**src/rtl/fetch_seq.sv**
```systemverilog
// fetch_seq: instruction-fetch sequencer for the multicycle MIPS core.
// Owns the program counter, issues one instruction-memory request at a time
// and hands each fetched word plus its address to decode over valid/ready.
// Redirects from execute carry a ready-made target address.
// Build option DELAY_SLOT_EN: when defined, redirects follow MIPS branch-delay-
// slot semantics (nothing is flushed, the target is applied after the next
// delivery); when undefined, redirects flush immediately.
module fetch_seq #(
  parameter logic [31:0] RESET_PC = 32'h0000_3000
) (
  input  logic        clk,
  input  logic        rst_n,
  input  logic        redir_valid,
  input  logic [31:0] redir_target,
  input  logic        halt,
  output logic        imem_req,
  output logic [31:0] imem_addr,
  input  logic        imem_ack,
  input  logic [31:0] imem_rdata,
  output logic        if_valid,
  output logic [31:0] if_ins,
  output logic [31:0] if_pc,
  input  logic        id_ready,
  output logic [31:0] pc
);

  localparam logic [1:0] S_FETCH = 2'd0;
  localparam logic [1:0] S_HOLD  = 2'd1;
  localparam logic [1:0] S_HALT  = 2'd2;

  localparam logic [31:0] PC_INIT = {RESET_PC[31:2], 2'b00};

  logic [1:0]  state_q, state_d;
  logic [31:0] pc_q, pc_d;
  logic        issued_q, issued_d;
  logic [31:0] addr_q, addr_d;
  logic        if_valid_q, if_valid_d;
  logic [31:0] if_ins_q, if_ins_d;
  logic [31:0] if_pc_q, if_pc_d;
`ifdef DELAY_SLOT_EN
  logic        pend_valid_q, pend_valid_d;
  logic [31:0] pend_target_q, pend_target_d;
`else
  logic        stale_q, stale_d;
`endif

  logic        req_now;
  logic        ack_ok;
  logic [31:0] redir_pc;
  logic        unused_redir_lsbs;

  // Word-aligned redirect target; the low two target bits carry no meaning.
  assign redir_pc          = {redir_target[31:2], 2'b00};
  assign unused_redir_lsbs = ^redir_target[1:0];

  // Request decode: a request already on the bus is held until its ack, while a
  // fresh issue is suppressed by halt; reset drops the request immediately.
  always_comb begin
    req_now   = rst_n && (state_q == S_FETCH) && (issued_q || !halt);
    imem_req  = req_now;
    imem_addr = req_now ? (issued_q ? addr_q : pc_q) : 32'd0;
    ack_ok    = req_now && imem_ack;
  end

  // Next-state, PC and fetch-buffer logic.
  always_comb begin
    state_d    = state_q;
    pc_d       = pc_q;
    issued_d   = issued_q;
    addr_d     = addr_q;
    if_valid_d = if_valid_q;
    if_ins_d   = if_ins_q;
    if_pc_d    = if_pc_q;
`ifdef DELAY_SLOT_EN
    pend_valid_d  = pend_valid_q;
    pend_target_d = pend_target_q;
`else
    stale_d = stale_q;
`endif

    case (state_q)
      S_FETCH: begin
        if (!req_now) begin
          // Halt seen before anything was issued: park without requesting.
          issued_d = 1'b0;
          state_d  = S_HALT;
`ifndef DELAY_SLOT_EN
          if (redir_valid) pc_d = redir_pc;
`endif
        end else if (ack_ok) begin
          issued_d = 1'b0;
`ifdef DELAY_SLOT_EN
          if_ins_d   = imem_rdata;
          if_pc_d    = imem_addr;
          if_valid_d = 1'b1;
          pc_d       = pc_q + 32'd4;
          state_d    = S_HOLD;
`else
          if (stale_q || redir_valid) begin
            // Returning word belongs to the abandoned path: drop it and
            // re-issue from the (possibly just redirected) PC.
            stale_d = 1'b0;
            if (redir_valid) pc_d = redir_pc;
          end else begin
            if_ins_d   = imem_rdata;
            if_pc_d    = imem_addr;
            if_valid_d = 1'b1;
            pc_d       = pc_q + 32'd4;
            state_d    = S_HOLD;
          end
`endif
        end else begin
          // Request outstanding: freeze its address until the ack.
          issued_d = 1'b1;
          addr_d   = imem_addr;
`ifndef DELAY_SLOT_EN
          if (redir_valid) begin
            stale_d = 1'b1;
            pc_d    = redir_pc;
          end
`endif
        end
      end

      S_HOLD: begin
`ifdef DELAY_SLOT_EN
        if (id_ready) begin
          if_valid_d = 1'b0;
          state_d    = halt ? S_HALT : S_FETCH;
          if (redir_valid)       pc_d = redir_pc;
          else if (pend_valid_q) pc_d = pend_target_q;
        end
`else
        if (redir_valid) begin
          if_valid_d = 1'b0;
          pc_d       = redir_pc;
          state_d    = S_FETCH;
        end else if (id_ready) begin
          if_valid_d = 1'b0;
          state_d    = halt ? S_HALT : S_FETCH;
        end
`endif
      end

      S_HALT: begin
`ifndef DELAY_SLOT_EN
        if (redir_valid) pc_d = redir_pc;
`endif
        if (!halt) state_d = S_FETCH;
      end

      default: begin
        state_d  = S_FETCH;
        issued_d = 1'b0;
      end
    endcase

`ifdef DELAY_SLOT_EN
    // The delivery of the delay slot consumes the pending target; otherwise
    // any redirect (re)loads it, last one winning.
    if ((state_q == S_HOLD) && id_ready) begin
      pend_valid_d = 1'b0;
    end else if (redir_valid) begin
      pend_valid_d  = 1'b1;
      pend_target_d = redir_pc;
    end
`endif
  end

  // State and datapath registers with asynchronous active-low reset.
  always_ff @(posedge clk or negedge rst_n) begin
    if (!rst_n) begin
      state_q    <= S_FETCH;
      pc_q       <= PC_INIT;
      issued_q   <= 1'b0;
      addr_q     <= 32'd0;
      if_valid_q <= 1'b0;
      if_ins_q   <= 32'd0;
      if_pc_q    <= 32'd0;
`ifdef DELAY_SLOT_EN
      pend_valid_q  <= 1'b0;
      pend_target_q <= 32'd0;
`else
      stale_q <= 1'b0;
`endif
    end else begin
      state_q    <= state_d;
      pc_q       <= pc_d;
      issued_q   <= issued_d;
      addr_q     <= addr_d;
      if_valid_q <= if_valid_d;
      if_ins_q   <= if_ins_d;
      if_pc_q    <= if_pc_d;
`ifdef DELAY_SLOT_EN
      pend_valid_q  <= pend_valid_d;
      pend_target_q <= pend_target_d;
`else
      stale_q <= stale_d;
`endif
    end
  end

  assign if_valid = if_valid_q;
  assign if_ins   = if_ins_q;
  assign if_pc    = if_pc_q;
  assign pc       = pc_q;

endmodule
```
**config.mk**
```make
export PLATFORM = sky130hd
export DESIGN_NAME = fetch_seq
export DESIGN_NICKNAME = d
export VERILOG_FILES = /design/src/rtl/fetch_seq.sv
export SDC_FILE = /design/constraint.sdc
export NUM_CORES = 1
export LEC_CHECK = 0
export CORE_MARGIN = 3
export CORE_UTILIZATION = 35
export CTS_BUF_LIST = sky130_fd_sc_hd__clkbuf_8
export DETAILED_ROUTE_END_ITERATION = 10
export DONT_BUFFER_PORTS = 1
export PLACE_DENSITY = 0.48
export SETUP_SLACK_MARGIN = 0.3
export SYNTH_ARGS = -nofsm -noshare
export SYNTH_HDL_FRONTEND = slang
export SYNTH_SLANG_ARGS = --single-unit
```
**constraint.sdc**
```tcl
create_clock -name clk -period 3.2 [get_ports clk]
set_input_delay 0.96 -clock clk [delete_from_list [all_inputs] [get_ports clk]]
set_output_delay 0.96 -clock clk [all_outputs]
set_load 0.1 [all_outputs]
```
==> results.cfg <==
[setup_path]
reg2reg_to = pc[24]
cp_data_arrival_time_ns = 1.99
reg2reg_from = state_q[1]
r2r_setup_slack_ns = 0.67
critPathRequiredTime_ns = 2.24
worstRegToRegCells = 9
cp-end-kind = output pin
crit_path_start_kind = input port
crit_type = in -> out
crit_fanout = 8

[global_routing]
grt_pass1_wl_microns = 28700
grt-ovfl-total = 0
grt_max_degree = 135
antenna_found_initial = 2
grt_usage_pct = 18.6
first_global_vias = 4955

[drt]
drt_iter0_drc = 248
vias = 4879
wl_microns = 18300
detail-route-antenna-nets = 0
drc = 0
drt-vias-per-instance = 5.43
post_drt_wl_per_cell_microns = 20.3
firstDrtPassIters = 5

[yosys]
synthFlopType = dfrtp_1
avgSynthCellArea_sq_um = 10.8
syn_inst = 587
async_reset_ff_share_pct = 100
synth-edff-count = 0
syn_area_sq_um = 6350
seq_area_frac_synth_pct = 52.4
synth_top_area_share_pct = 51.6
yosys-top-cells-area = dfrtp_1, mux2_2, mux2i_1
synth.distinct_cells = 53
yosysTopAreaCell = dfrtp_1
synth-seq-cells = 133
syn_nets = 662
yosysWarnings = 0

[clock_network]
numCtsBuffers = 17
h-tree-depth = 4
clock_latency_ns = 0.44
clkTransAtPathRegs_ns = 0.08
cts_sinks = 133
cts_tree = yes
cts-root-buf = clkbuf_8
clk_path_buf_depth = 2

[finish]
final-seq-area_sq_um = 3330
finalNetCount = 736
final_util_pct = 47.9
area_growth_pct = 32.3
drive_gt1_share_pct = 35.5
multiInputGateArea_sq_um = 3080
nFillCells = 1589
n_antenna_cell = 0

[sta]
rsz0062_at_grt = true
slew-limit-headroom_pct = 28.2
maxSlewViolCount = 0
setup_viol = 0
hold_viol_final = 0
worst_pin_slew_ns = 1.08
fin_skew_ns = 0.0138
clock.fmax_mhz = 339
period_share_pct = 92.1
fin_crit_ns = 2.95

[floorplanning]
dieWidth_microns = 141
die-area_sq_um = 19800
rows = 48
coreArea_sq_um = 17500
io_pins = 200
initial_core_util_pct = 36.2
fp.dieH_microns = 141

[placed_design]
port-buffer-count = 0
gp_congestion = 0.860
hpwl_microns = 12600

[outcome]
status = completed

[hold_path]
hold_class = in -> async

[job]
cap_viol_max_count = 0
==> cells in the final DEF, fill, tap and decap left out, types with 13 or more instances in the layout <==
master    instances
o21ai_0          13
nor2_1           47
nand4_1          13
buf_12           40
nand3_1          14
a21oi_1          60
nand2_1          18
mux2_2           65
dfrtp_1         130
mux2i_1          39
nor2_4           31
buf_4            52
clkbuf_8         19
==> registers in the layout, indices dropped and copies added (netlist names) <==
| name | cells |
|---|---|
| if_valid | 1 |
| issued_q | 1 |
| state_q | 2 |
| addr_q | 32 |
| if_ins | 32 |
| if_pc | 32 |
| stale_q | 1 |
| pc | 32 |
==> through the flow <==
stage | cell area [sq um] | hold slack (ns) | std cells | setup slack [ns] | TNS (ns)
after floorplan | 6530 | 0.480 | 587 | -0.259 | -4.73
after global placement | 7680 | 0.488 | 854 | 0.269 | 0
after detailed placement | 7680 | 0.496 | 854 | 0.239 | 0
after CTS | 8390 | 0.172 | 897 | 0.246 | 0
after global routing | 8410 | 0.161 | 899 | 0.189 | 0
final | 8410 | 0.211 | 899 | 0.252 | 0
==> how the worst max path moves through the flow <==
stage / start / end / cells after the start
3_3_place_gp: halt / imem_addr[28] / 5
2_1_floorplan: halt / imem_addr[10] / 5
6_report: halt / imem_addr[30] / 6
3_5_place_dp: rst_n / imem_addr[30] / 5
5_1_grt: state_q[1] / imem_addr[30] / 8
4_1_cts: state_q[1] / imem_addr[2] / 8
==> Yosys cell counts, drive strengths merged, types with 8 or more instances <==
library cell  number
a21oi             61
o21ai             13
buf               22
inv               10
o22a               9
nor3               9
nand2             19
and3               8
nand4             13
clkbuf            17
mux2i             39
dfrtp            131
nor2              79
mux2              65
nand3             14
==> cell families after synthesis <==
| kind of cell | share of synthesized area (%) |
|---|---|
| AOI/OAI and AO/OA | 11.9 |
| xor gates and xnor gates | 0.138 |
| adders and majority gates | 0.985 |
| buffers and inverters | 3.37 |
| DFF | 52.4 |
| muxes | 17.7 |
| and+or+nand+nor | 13.6 |
==> per-layer routing <==
| layer | track usage (%) | vias to the layer above | wire length [microns] |
|---|---|---|---|
| li1 | - | 2270 | - |
| met1 | 22.8 | 2403 | 7390 |
| met2 | 31.0 | 183 | 9090 |
| met3 | 7.53 | 19 | 1620 |
| met4 | 3.93 | 4 | 133 |
| met5 | 0 | - | 27 |
==> worst max-delay path, stage by stage <==
cell	delay (ns)
nor2b_4	0.12
or2_4	0.28
buf_12	0.16
buf_12	0.15
nor2_4	0.13
buf_12	0.18
==> timing repair <==
action	CTS	global route
setup endpoints to repair	33	33
pin swaps	33	1
hold buffers	0	0
gates cloned	2	0
buffers inserted	9	2
resized for setup	35	1
==> layout make-up <==
class	instances	area share (%)
clock inverters	13	1.87
well taps	225	3.35
clock buffers	19	3.11
repair buffers	94	14.9
flip-flops and latches	133	39.6
multi-input cells	405	36.7
inverters	10	0.476
Power is left out: the tool's default activity adds up to more than one toggle a clock period on the data nets, which glitch-free logic cannot reach.
